`config.mk`:
```
export PLATFORM = sky130hd
export DESIGN_NAME = regfile_arb
export DESIGN_NICKNAME = d
export VERILOG_FILES = /design/src/rtl/regfile_arb.sv
export SDC_FILE = /design/constraint.sdc
export NUM_CORES = 1
export LEC_CHECK = 0
export ABC_CLOCK_PERIOD_IN_PS = 2690
export BUFFER_PORTS_ARGS = -buffer_cell sky130_fd_sc_hd__buf_2
export CAP_MARGIN = 20
export CORE_UTILIZATION = 42
export DETAILED_ROUTE_END_ITERATION = 7
export PLACE_DENSITY = 0.79
export SLEW_MARGIN = 10
export SYNTH_ARGS = -nofsm -noshare
export SYNTH_HDL_FRONTEND = slang
export SYNTH_SLANG_ARGS = --single-unit
```
`constraint.sdc`:
```
create_clock -name clk -period 2.69 [get_ports clk]
set_input_delay 0.269 -clock clk [delete_from_list [all_inputs] [get_ports clk]]
set_output_delay 0.269 -clock clk [all_outputs]
set_load 0.01 [all_outputs]
```
`src/rtl/regfile_arb.sv`:
```
// ============================================================================
//  Module   : regfile_arb
//  Purpose  : Two-requester arbiter in front of a 1R/1W register file.
//             After reset it walks every entry writing zero (INIT), then
//             arbitrates requests (RUN): one read grant on the R port and one
//             write grant on the W port per cycle, round-robin on same-type
//             conflicts. Read data is returned one cycle after the grant.
//  Ports    : clk, reset            clock, asynchronous active-high reset
//             req_valid/we/addr/wdata[1:0]  per-requester request inputs
//             req_ready[1:0]        combinational grant, same cycle as valid
//             resp_valid/data[1:0]  registered read response
//             rf_R_addr/en, rf_R_data          regfile read port (async data)
//             rf_W_addr/en/data                regfile write port
//  Revision : 1.0  initial release
// ============================================================================
`default_nettype none

module regfile_arb #(
  parameter int N     = 32,
  parameter int WIDTH = 32,
  localparam int ADDR_WIDTH = $clog2(N)
) (
  input  logic                       clk,
  input  logic                       reset,
  input  logic [1:0]                 req_valid,
  input  logic [1:0]                 req_we,
  input  logic [1:0][ADDR_WIDTH-1:0] req_addr,
  input  logic [1:0][WIDTH-1:0]      req_wdata,
  output logic [1:0]                 req_ready,
  output logic [1:0]                 resp_valid,
  output logic [1:0][WIDTH-1:0]      resp_data,
  output logic [ADDR_WIDTH-1:0]      rf_R_addr,
  output logic                       rf_R_en,
  input  logic [WIDTH-1:0]           rf_R_data,
  output logic [ADDR_WIDTH-1:0]      rf_W_addr,
  output logic                       rf_W_en,
  output logic [WIDTH-1:0]           rf_W_data
);

  localparam logic [ADDR_WIDTH-1:0] C_LAST_ADDR = ADDR_WIDTH'(N - 1);

  typedef enum logic [0:0] {
    ST_INIT = 1'b0,
    ST_RUN  = 1'b1
  } state_t;

  state_t                  state_q;
  logic [ADDR_WIDTH-1:0]   init_cnt_q;
  logic                    rr_ptr_q;
  logic                    rr_ptr_d;
  logic [1:0]              resp_valid_q;
  logic [1:0][WIDTH-1:0]   resp_data_q;

  logic                    w_run;
  logic                    w_init;
  logic                    w_conflict;
  logic [1:0]              w_rd_gnt;
  logic [1:0]              w_wr_gnt;

  // --------------------------------------------------------------------------
  // Grant logic. Reset gates everything so no grant or regfile write can leak
  // out while the asynchronous reset is being held.
  // --------------------------------------------------------------------------
  always_comb begin
    w_run      = (state_q == ST_RUN) && !reset;
    w_init     = (state_q == ST_INIT) && !reset;
    // Only two requests of the same kind compete; a read and a write use
    // different regfile ports and can both proceed.
    w_conflict = w_run && (&req_valid) && (req_we[0] == req_we[1]);

    req_ready = 2'b00;
    rr_ptr_d  = rr_ptr_q;
    if (w_conflict) begin
      req_ready[rr_ptr_q] = 1'b1;
      // The loser gets priority next time.
      rr_ptr_d            = ~rr_ptr_q;
    end else if (w_run) begin
      req_ready = req_valid;
    end

    w_rd_gnt = req_ready & ~req_we;
    w_wr_gnt = req_ready &  req_we;
  end

  // Read port: at most one bit of w_rd_gnt is ever set.
  always_comb begin
    rf_R_en   = |w_rd_gnt;
    rf_R_addr = '0;
    if (w_rd_gnt[1]) begin
      rf_R_addr = req_addr[1];
    end else if (w_rd_gnt[0]) begin
      rf_R_addr = req_addr[0];
    end
  end

  // Write port: INIT clears entry init_cnt_q; RUN forwards the write grant.
  always_comb begin
    rf_W_en   = 1'b0;
    rf_W_addr = '0;
    rf_W_data = '0;
    if (w_init) begin
      rf_W_en   = 1'b1;
      rf_W_addr = init_cnt_q;
    end else if (w_wr_gnt[1]) begin
      rf_W_en   = 1'b1;
      rf_W_addr = req_addr[1];
      rf_W_data = req_wdata[1];
    end else if (w_wr_gnt[0]) begin
      rf_W_en   = 1'b1;
      rf_W_addr = req_addr[0];
      rf_W_data = req_wdata[0];
    end
  end

  // --------------------------------------------------------------------------
  // State machine and registered responses.
  // --------------------------------------------------------------------------
  always_ff @(posedge clk or posedge reset) begin
    if (reset) begin
      state_q      <= ST_INIT;
      init_cnt_q   <= '0;
      rr_ptr_q     <= 1'b0;
      resp_valid_q <= 2'b00;
      resp_data_q  <= '0;
    end else begin
      case (state_q)
        ST_INIT: begin
          init_cnt_q <= init_cnt_q + 1'b1;
          if (init_cnt_q == C_LAST_ADDR) begin
            state_q    <= ST_RUN;
            init_cnt_q <= '0;
          end
        end
        ST_RUN: begin
          rr_ptr_q <= rr_ptr_d;
        end
        default: begin
          state_q <= ST_INIT;
        end
      endcase

      // rf_R_data is sampled before the same-edge write commits, so a read
      // racing a write to the same entry returns the old contents.
      resp_valid_q <= w_rd_gnt;
      for (int i = 0; i < 2; i++) begin
        if (w_rd_gnt[i]) begin
          resp_data_q[i] <= rf_R_data;
        end
      end
    end
  end

  assign resp_valid = resp_valid_q;
  assign resp_data  = resp_data_q;

endmodule

`default_nettype wire

```
==> summary.txt <==
outcome: completed
worst-path maximum fanout: 38
Synth top area share: 0.540
vias in the first global route: 3142
worst setup slack after placement: 0.467 ns
worst setup path category: reg2out
# clock sinks: 73
post-synth cell types: 31
sequential power share: 0.438
htree depth: 3
most used routing layer: met2
Core ar.: 7770 um2
final setup fails: 0
Final Total Pwr: 3.32 mW
RSZ-0062 raised after global routing: no
commonest cells after routing, fill and taps aside: 223 x buf_2, 73 x dfrtp_1, 60 x mux2_2
Clock Tree Buf Depth: 2
leakage: 2.54 nW
DR WL/cell: 17.8 um
met2 global-route usage: 0.430
# fillers: 671
I/O pins: 224
hpwl dp: 7.88 mm
gr ovfl total: 0
Mapped Cells: 237
Psw: 959 uW
number of CTS-inserted buffers: 9
area delta synth->final: 42.3%
synthesized area: 3380 um2
pwr/cell area: 691 nW/um2
Die X: 91.7 um
routed vias/inst: 5.24
Worst-path clk slew: 0.07 ns
clock root buffer: clkbuf_8
first-pass GRT wire length: 15.2 mm
P_int: 2.37 mW
Hold Violations, Final: 0
CTS tree: yes
final worst slack: 0.142 ns
num rows: 32
All-Layer GR Usage: 0.237
Clock Power Share: 0.290
critical path data arrival time: 2.28 ns
Worst-Skew Late Latency: 0.34 ns
Hold-fix buffers, CTS: 0
most common cell after layout, fill and taps aside: buf_2
initial drt markers: 96
syn_area_per_cell: 14.3 um2
CP Cell Sequence: nand3b_1, a311oi_4, buf_4, a221o_1, buf_2
Post-synth EDFFs: 0
initial antenna violation count: 2
layout cells sized above 1: 0.680
Synth async-reset ratio: 1.00
Nets: 576
crit start category: register
Tmin final: 2.55 ns
via count: 2985
WHS: 0.107 ns
Final Max Tran Viols: 0
Die Y: 91.7 um
Detail Route Antenna Nets: 0
period utilisation layout: 0.947
pin count of the biggest net entering global routing: 39
Max Clk Rate: 392 MHz
number of synthesized register bits: 73
Worst Skew: 0.0106 ns
die footprint: 8420 um2
Max Cap Viol: 0
GP Congestion: 0.815
Residual DRC: 0
Seq/Total Area, Yosys: 0.540
Util after Layout: 0.620
starting density of the core: 0.435
met3 Use GR: 0.0614
CP required: 2.42 ns
Yosys warning total: 0
Comb pwr share: 0.272
ranking of synthesized cells by area: dfrtp_1 54%, mux2_2 20%, a22o_1 9.6%, buf_6 2.0%, a221o_1 1.5%
Setup TNS: 0 ns
Hold Crit Class: in2async
final wirelength: 10.2 mm
GR met1 Demand/Resource: 0.247
syn_nets: 351
relative slew slack: 0.492
first drt pass iteration count: 4
Worst Max-Slew Pin Slew: 0.761 ns
Synth Flop Type: dfrtp_1
VDD IR max: 0.000400 V
post-synth top area cell: dfrtp_1
CP Capture Type: output port
switch share: 0.288
# port buffers: 223
CP max stage delay: 0.55 ns
Worst path slowest cell: dfrtp_1
worst max-delay path: cells and delay by family (launching register included):
kind                   cells  cell delay [ns]
AND/OR/NAND/NOR            1             0.28
flip-flops                 1             0.55
buffers and inverters      2             0.54
AO/OA/AOI/OAI              2             0.56
metal layers:
layer | part of all wire | vias up
met5 | 0 | -
met4 | 0.042 | 0
met3 | 0.066 | 31
met2 | 0.53 | 136
met1 | 0.36 | 1472
li1 | - | 1346
flip-flops by register name (all words and copies together) (netlist names):
signal	cells
resp_valid	2
state_q	1
resp_data	64
init_cnt_q	5
rr_ptr_q	1
kinds of logic (layout without fill, tap and decap cells):
family / after synthesis / after routing / share of synthesized area
other cells: 0 / 2 / 0
mux: 66 / 66 / 0.223
buf+inv: 20 / 249 / 0.0437
compound gates: 52 / 52 / 0.137
fa+ha+maj: 2 / 2 / 0.00740
flops: 73 / 73 / 0.540
xor+xnor: 2 / 2 / 0.00518
simple gates: 22 / 22 / 0.0440
layout make-up:
cell class                 count  area (um2)  share of cell area
clock buffer                  11         151              0.0315
tap                          102         128              0.0265
inverter                       3        11.3             0.00234
clock inverter                 4        76.3              0.0159
sequential                    73        1830               0.380
timing repair buffer         231        1190               0.247
antenna                        2        5.00             0.00104
multi-input combinational    144        1430               0.296
worst paths after layout:
kind,endpoint,slack (ns),startpoint,depth (start not counted)
max in group asynchronous,init_cnt_q[3],1.92,reset,3
min in group clk,resp_data[22],0.17,rf_R_data[22],2
max reg2reg,resp_data[60],0.80,state_q,4
min,resp_valid[1],0.11,reset,2
min reg2reg,resp_data[22],0.49,resp_data[22],1
max,rf_W_addr[0],0.14,state_q,5
through the flow:
step | cells | cell area (um2)
finish | 570 | 4810
global route | 570 | 4810
CTS | 568 | 4810
detailed placement | 553 | 4580
global placement | 553 | 4580
floorplan | 237 | 3380
Yosys cell counts (all sizes together) (2+ instances only):
cell / count
ha: 2
or2: 2
nand3: 3
a22o: 37
and2: 5
a31oi: 3
a311oi: 2
and3: 2
xnor2: 2
inv: 3
nor2: 2
dfrtp: 73
o21ai: 4
nand3b: 2
a221o: 5
buf: 16
mux2: 66
timing repair:
item                                    4_1_cts  5_1_grt
buffers inserted                              0        0
endpoints found under the setup margin        0       16
resized for setup                             0        1
power groups by stage:
| stage | combinational [mW] | clock [mW] | sequential, mW |
|---|---|---|---|
| 6_report | 0.905 | 0.963 | 1.46 |
| 4_1_cts | 0.914 | 0.990 | 1.46 |
| 3_5_place_dp | 0.912 | 0 | 1.48 |
| 3_3_place_gp | 0.889 | 0 | 1.46 |
| 2_1_floorplan | 0.367 | 0 | 1.58 |
| 5_1_grt | 0.974 | 1.03 | 1.49 |
Power figures use the tool's default switching activity.
